[config.mk]
export PLATFORM = sky130hd
export DESIGN_NAME = turn_scheduler_flat
export DESIGN_NICKNAME = d
export VERILOG_FILES = /design/src/rtl/game_pkg.sv /design/src/rtl/turn_scheduler_if.sv /design/src/rtl/reveal_timer.sv /design/src/rtl/turn_scheduler.sv /design/src/flat_wrapper.sv
export SDC_FILE = /design/constraint.sdc
export NUM_CORES = 1
export LEC_CHECK = 0
export CAP_MARGIN = 15
export CELL_PAD_IN_SITES_DETAIL_PLACEMENT = 2
export CELL_PAD_IN_SITES_GLOBAL_PLACEMENT = 2
export CORE_ASPECT_RATIO = 1.4
export CORE_UTILIZATION = 39
export CTS_BUF_LIST = sky130_fd_sc_hd__clkbuf_8
export DETAILED_ROUTE_END_ITERATION = 10
export GPL_TIMING_DRIVEN = 0
export PLACE_DENSITY = 0.82
export SYNTH_ARGS = -nofsm -noshare
export SYNTH_HDL_FRONTEND = slang
export SYNTH_SLANG_ARGS = --single-unit
export TNS_END_PERCENT = 20
[constraint.sdc]
create_clock -name clk -period 3 [get_ports clk]
set_clock_uncertainty 0.05 [all_clocks]
set_input_delay 0.6 -clock clk [delete_from_list [all_inputs] [get_ports clk]]
set_output_delay 0.6 -clock clk [all_outputs]
set_load 0.005 [all_outputs]
[src/rtl/game_pkg.sv]
// Shared types for the Chicken Cha Cha Cha game-flow blocks.
// State encodings, player/tile widths and the turn-wrap helper.
package game_pkg;

  localparam int MAX_PLAYERS = 4;
  localparam int PW = 2;
  localparam int XW = 4;

  typedef enum logic [2:0] {
    S_IDLE   = 3'd0,
    S_WAIT   = 3'd1,
    S_REVEAL = 3'd2,
    S_ADV    = 3'd3,
    S_CHECK  = 3'd4,
    S_NEXT   = 3'd5,
    S_WIN    = 3'd6
  } state_t;

  function automatic logic [PW-1:0] next_turn(
    input logic [PW-1:0] t,
    input int            np
  );
    return (int'(t) == np - 1) ? '0 : t + 1'b1;
  endfunction

endpackage

[src/rtl/turn_scheduler_if.sv]
// Game-side signal bundle of the turn scheduler.
// master = scheduler, slave = board/check_win side.
interface turn_scheduler_if;
  import game_pkg::*;

  logic          start;
  logic          btn;
  logic [XW-1:0] flip_sel;
  logic          match;
  logic          W;
  logic [PW-1:0] T;
  logic          advance;
  logic          reveal_en;
  logic [XW-1:0] reveal_idx;
  logic [PW-1:0] winner;
  logic          game_over;
  logic [2:0]    state;

  modport master (
    input  start, btn, flip_sel, match, W,
    output T, advance, reveal_en, reveal_idx,
    output winner, game_over, state
  );

  modport slave (
    output start, btn, flip_sel, match, W,
    input  T, advance, reveal_en, reveal_idx,
    input  winner, game_over, state
  );

endinterface

[src/rtl/reveal_timer.sv]
// Reveal interval counter: clear, enable, terminal count.
// Saturates at CYCLES-1 until the next clear.
module reveal_timer #(
  parameter int CYCLES = 50000000,
  parameter int TW     = $clog2(CYCLES + 1)
) (
  input  logic clk,
  input  logic rst_n,
  input  logic i_clr,
  input  logic i_en,
  output logic o_tc
);

  logic [TW-1:0] r_cnt;

  assign o_tc = (r_cnt == TW'(CYCLES - 1));

  always_ff @(posedge clk or negedge rst_n) begin
    if (!rst_n) begin
      r_cnt <= '0;
    end else if (i_clr) begin
      r_cnt <= '0;
    end else if (i_en && !o_tc) begin
      r_cnt <= r_cnt + 1'b1;
    end
  end

endmodule

[src/rtl/turn_scheduler.sv]
// Turn sequencing FSM for the four-player board game.
// Outputs are registered; advance is high only in ADVANCE.
module turn_scheduler
  import game_pkg::*;
#(
  parameter int NUM_PLAYERS   = 4,
  parameter int REVEAL_CYCLES = 50000000
) (
  input logic              clk,
  input logic              rst,
  turn_scheduler_if.master bus
);

  localparam int TW = $clog2(REVEAL_CYCLES + 1);

  state_t        r_state;
  logic [PW-1:0] r_t;
  logic          r_adv;
  logic          r_ren;
  logic [XW-1:0] r_idx;
  logic [PW-1:0] r_win;
  logic          r_go;
  logic          r_btn_d;

  logic w_press;
  logic w_clr;
  logic w_en;
  logic w_tc;

  assign w_press = bus.btn & ~r_btn_d;
  assign w_clr   = (r_state == S_WAIT) & w_press;
  assign w_en    = (r_state == S_REVEAL);

  reveal_timer #(
    .CYCLES (REVEAL_CYCLES),
    .TW     (TW)
  ) u_timer (
    .clk   (clk),
    .rst_n (rst),
    .i_clr (w_clr),
    .i_en  (w_en),
    .o_tc  (w_tc)
  );

  always_ff @(posedge clk or negedge rst) begin
    if (!rst) begin
      r_state <= S_IDLE;
      r_t     <= '0;
      r_adv   <= 1'b0;
      r_ren   <= 1'b0;
      r_idx   <= '0;
      r_win   <= '0;
      r_go    <= 1'b0;
      r_btn_d <= 1'b1;
    end else begin
      r_btn_d <= bus.btn;
      case (r_state)
        S_IDLE: begin
          if (bus.start) begin
            r_state <= S_WAIT;
            r_t     <= '0;
          end
        end
        S_WAIT: begin
          if (w_press) begin
            r_idx   <= bus.flip_sel;
            r_ren   <= 1'b1;
            r_state <= S_REVEAL;
          end
        end
        S_REVEAL: begin
          // reveal_en tracks REVEAL exactly, so it drops on exit
          if (w_tc) begin
            r_ren   <= 1'b0;
            r_adv   <= bus.match;
            r_state <= bus.match ? S_ADV : S_NEXT;
          end
        end
        S_ADV: begin
          r_adv   <= 1'b0;
          r_state <= S_CHECK;
        end
        S_CHECK: begin
          if (bus.W) begin
            r_win   <= r_t;
            r_go    <= 1'b1;
            r_state <= S_WIN;
          end else begin
            r_state <= S_WAIT;
          end
        end
        S_NEXT: begin
          r_t     <= next_turn(r_t, NUM_PLAYERS);
          r_state <= S_WAIT;
        end
        S_WIN: begin
          if (bus.start) begin
            r_state <= S_IDLE;
            r_go    <= 1'b0;
            r_win   <= '0;
            r_t     <= '0;
          end
        end
        default: begin
          r_state <= S_IDLE;
          r_adv   <= 1'b0;
          r_ren   <= 1'b0;
        end
      endcase
    end
  end

  assign bus.T          = r_t;
  assign bus.advance    = r_adv;
  assign bus.reveal_en  = r_ren;
  assign bus.reveal_idx = r_idx;
  assign bus.winner     = r_win;
  assign bus.game_over  = r_go;
  assign bus.state      = r_state;

endmodule

[src/flat_wrapper.sv]
// flat-port wrapper written by rule: the top's interface ports become plain ports
module turn_scheduler_flat import game_pkg::*;
#(
  parameter int NUM_PLAYERS   = 4,
  parameter int REVEAL_CYCLES = 50000000
)
  (clk, rst, bus_start, bus_btn, bus_flip_sel, bus_match, bus_W, bus_T, bus_advance, bus_reveal_en, bus_reveal_idx, bus_winner, bus_game_over, bus_state);
  turn_scheduler_if bus_i ();
  input logic clk;
  input logic rst;
  input wire logic [$bits(bus_i.start)-1:0] bus_start;
  input wire logic [$bits(bus_i.btn)-1:0] bus_btn;
  input wire logic [$bits(bus_i.flip_sel)-1:0] bus_flip_sel;
  input wire logic [$bits(bus_i.match)-1:0] bus_match;
  input wire logic [$bits(bus_i.W)-1:0] bus_W;
  output wire logic [$bits(bus_i.T)-1:0] bus_T;
  output wire logic [$bits(bus_i.advance)-1:0] bus_advance;
  output wire logic [$bits(bus_i.reveal_en)-1:0] bus_reveal_en;
  output wire logic [$bits(bus_i.reveal_idx)-1:0] bus_reveal_idx;
  output wire logic [$bits(bus_i.winner)-1:0] bus_winner;
  output wire logic [$bits(bus_i.game_over)-1:0] bus_game_over;
  output wire logic [$bits(bus_i.state)-1:0] bus_state;
  assign bus_i.start = bus_start;
  assign bus_i.btn = bus_btn;
  assign bus_i.flip_sel = bus_flip_sel;
  assign bus_i.match = bus_match;
  assign bus_i.W = bus_W;
  assign bus_T = bus_i.T;
  assign bus_advance = bus_i.advance;
  assign bus_reveal_en = bus_i.reveal_en;
  assign bus_reveal_idx = bus_i.reveal_idx;
  assign bus_winner = bus_i.winner;
  assign bus_game_over = bus_i.game_over;
  assign bus_state = bus_i.state;
  turn_scheduler #(.NUM_PLAYERS(NUM_PLAYERS), .REVEAL_CYCLES(REVEAL_CYCLES)) u_core (.clk(clk), .rst(rst), .bus(bus_i));
endmodule
==> impl_results.md <==
- Synth top area share: 45.05%
- Sequential share of power: 44.9%
- Layout cells sized above 1: 10.82%
- Slowest stage delay, CP: 0.65 ns
- Fmax: 422.8 MHz
- Filler cell count: 622
- Synth area leaders: dfrtp_1 (45%), xor2_1 (5.1%), nand2_1 (5.1%)
- Switching share of total power: 35.18%
- Min-Delay Path Class: in -> async
- Net Sw Power: 621.3 uW
- Ys async rst share: 100.0%
- Via count: 1927
- Antenna Cells: 0
- CTS clock-pin slew for the worst setup and hold paths: 0.08 ns
- Setup TNS: 0 ns
- Clk sink count: 41
- I/O pin count: 24
- PwrDens: 665.4 nW/um^2
- Routability cong.: 0.7180
- Post-Route WL: 6.083 mm
- # hold bufs at CTS: 0
- Drt first-iter violations: 56
- Crit. End Element: flip-flop
- Crit path kind: in -> reg
- Synth Cell Area: 2222 um^2
- Slew margin rel.: 48.13%
- DP HPWL: 4.570 mm
- Syn_nets: 248
- Die X: 65.80 um
- WP data arrival: 2.48 ns
- Overflow after GRT: 0
- CTS Buffer Depth: 2
- Die Y-Extent: 91.32 um
- Clk_lat worst skew: 0.29 ns
- Final Setup Violations: 0
- Routed Antenna Nets: 0
- RSZ-0062 raised after global routing: false
- Initial Util: 40.51%
- Initial antenna violation count: 0
- Critical path required time: 3.11 ns
- Final period utilization: 78.83%
- CTS tree: done
- Post-CTS Setup Repair Bufs: 0
- Core Box Area: 5485 um^2
- Clock power frac: 22.4%
- Synth Instances: 236
- Die ar.: 6008 um^2
- Crit path cell chain: clkdlybuf4s50_1 > nand2b_1 > nor3_1 > clkbuf_1 > nor2_1
- Vias in the first global route: 2127
- Startpoint types: input port
- PostCTS Resize Cnt: 0
- FP Rows: 32
- Static leakage: 0.001178 uW
- Area leader, netlist: dfrtp_1
- CTS Root Cell: clkbuf_8
- Seq/Total Area, Yosys: 46.23%
- Synthesized area per cell: 9.416 um^2
- Worst-path fanout max: 10
- Combinational share of power: 32.7%
- First-pass GRT wire length: 10.49 mm
- TritonRoute pass-1 iters: 4
- Number of enable flip-flop cells after synthesis: 0
- Final nets: 279
- Hold WS: 0.1501 ns
- #FFs+latches synth: 41
- Internal power: 1145 uW
- Hold Violations, Final: 0
- WL per Instance: 18.10 um
- Most frequent cells in the layout: dfrtp_1 (40), nand2_1 (30), nor2_1 (27)
- Netlist cell types: 47
- Status: complete, no violations
- Largest net degree at the start of global routing: 29
- Final Slew Violations: 0
- Number of remaining DRC errors: 0
- Top_reg_cell synth: dfrtp_1
- All-Layer GR Usage: 22.87%
- Slew of the pin with the lowest slew margin: 0.7721 ns
- Peak VDD IR: 406.8 uV
- Commonest non-fill, non-tap cell in the layout: dfrtp_1
- MaxCap Viol Count: 0
- YS warnings: 0
- Critical-path top delay cell: nor3_1
- Number of buffers created by CTS: 5
- PortBufs: 23
- Area grow syn2layout: 19.43%
- Via/cell ratio: 5.735
- Post-route minimum period: 2.365 ns
- # H-tree levels: 2
kinds of logic (layout without fill, tap and decap cells):
logic type | after synthesis | after routing | synth area share (%)
DFF | 41 | 41 | 46.23
xor gates and xnor gates | 13 | 13 | 5.124
buffers and inverters | 18 | 50 | 4.279
AOI/OAI and AO/OA | 40 | 40 | 12.44
and+or+nand+nor | 118 | 118 | 29.00
adders and majority gates | 2 | 2 | 1.126
muxes | 4 | 4 | 1.802
critical path: cells and delay by family:
family / cells / cell delay [ns]
buffers and inverters: 2 / 0.99
AND/OR/NAND/NOR: 3 / 0.88
power by group through the flow:
stage / sequential [uW] / combinational (uW) / clock (uW)
finish: 792 / 577 / 396
CTS: 795 / 592 / 416
detailed placement: 805 / 588 / 0
global route: 809 / 648 / 428
floorplan: 777 / 313 / 0
global placement: 800 / 562 / 0
worst paths after layout:
check | startpoint | cells past startpoint | slack, ns | endpoint
max | bus_btn | 5 | 0.64 | u_core.u_timer.r_cnt[16]
min | rst | 1 | 0.15 | u_core.u_timer.r_cnt[9]
max reg2reg | u_core.u_timer.r_cnt[18] | 7 | 0.85 | u_core.u_timer.r_cnt[2]
min reg2reg | u_core.bus.game_over | 1 | 0.43 | u_core.bus.game_over
max in group asynchronous | rst | 2 | 2.28 | u_core.bus.reveal_idx[0]
min in group clk | u_core.bus.game_over | 1 | 0.43 | u_core.bus.game_over
per-stage QoR:
stage          std cells  instance area (um^2)  total power, uW  utilization [%]  setup WS [ns]
2_1_floorplan        236                  2222             1090                -          1.123
3_3_place_gp         327                  2537             1362            46.26         0.1246
3_5_place_dp         328                  2552             1393            46.53         0.2526
4_1_cts              336                  2654             1804            48.38         0.5779
5_1_grt              336                  2654             1885            48.38         0.4220
6_report             336                  2654             1766            48.38         0.6351
cells in the mapped netlist, types with 2 or more instances:
cell type,count
a21oi_1,4
and3_1,7
o211ai_1,6
a311oi_1,2
a21oi_2,3
clkbuf_1,8
a211oi_1,2
nor3b_1,2
nand3_1,14
and2_1,2
nand2_1,30
nor3_1,4
a22o_1,2
o21ai_0,8
nor2_1,27
or3_1,2
ha_1,2
or3_2,4
dfrtp_1,40
inv_1,8
o21ai_1,2
xor2_1,13
nand4_1,13
mux2i_1,4
nor3_4,2
o31ai_1,4
final cells by class:
type	instances	area (um^2)	share of cell area, %
buffer	10	65.06	2.452
clock buffer	7	96.34	3.630
clock inverter	1	5.005	0.1886
inverter	8	30.03	1.132
multi-input combinational	177	1100	41.44
sequential	41	1027	38.71
tap	68	85.08	3.206
timing repair buffer	24	245.2	9.241
state kept, by name (all words and copies together) (netlist names):
register               count
u_core.u_timer.r_cnt      26
u_core.bus.reveal_idx      4
u_core.bus.state           3
u_core.bus.T               2
u_core.bus.winner          2
u_core.bus.advance         1
u_core.bus.game_over       1
u_core.bus.reveal_en       1
u_core.r_btn_d             1
metal layers:
| metal | track usage (%) | share of wire [%] | vias up |
|---|---|---|---|
| met5 | 0 | 0 | - |
| met4 | 7.065 | 1.5 | 0 |
| met3 | 3.643 | 1.9 | 7 |
| met2 | 42.01 | 56 | 20 |
| met1 | 25.98 | 41 | 993 |
| li1 | - | - | 907 |
Note: power is estimated with default switching activity, not from simulation.
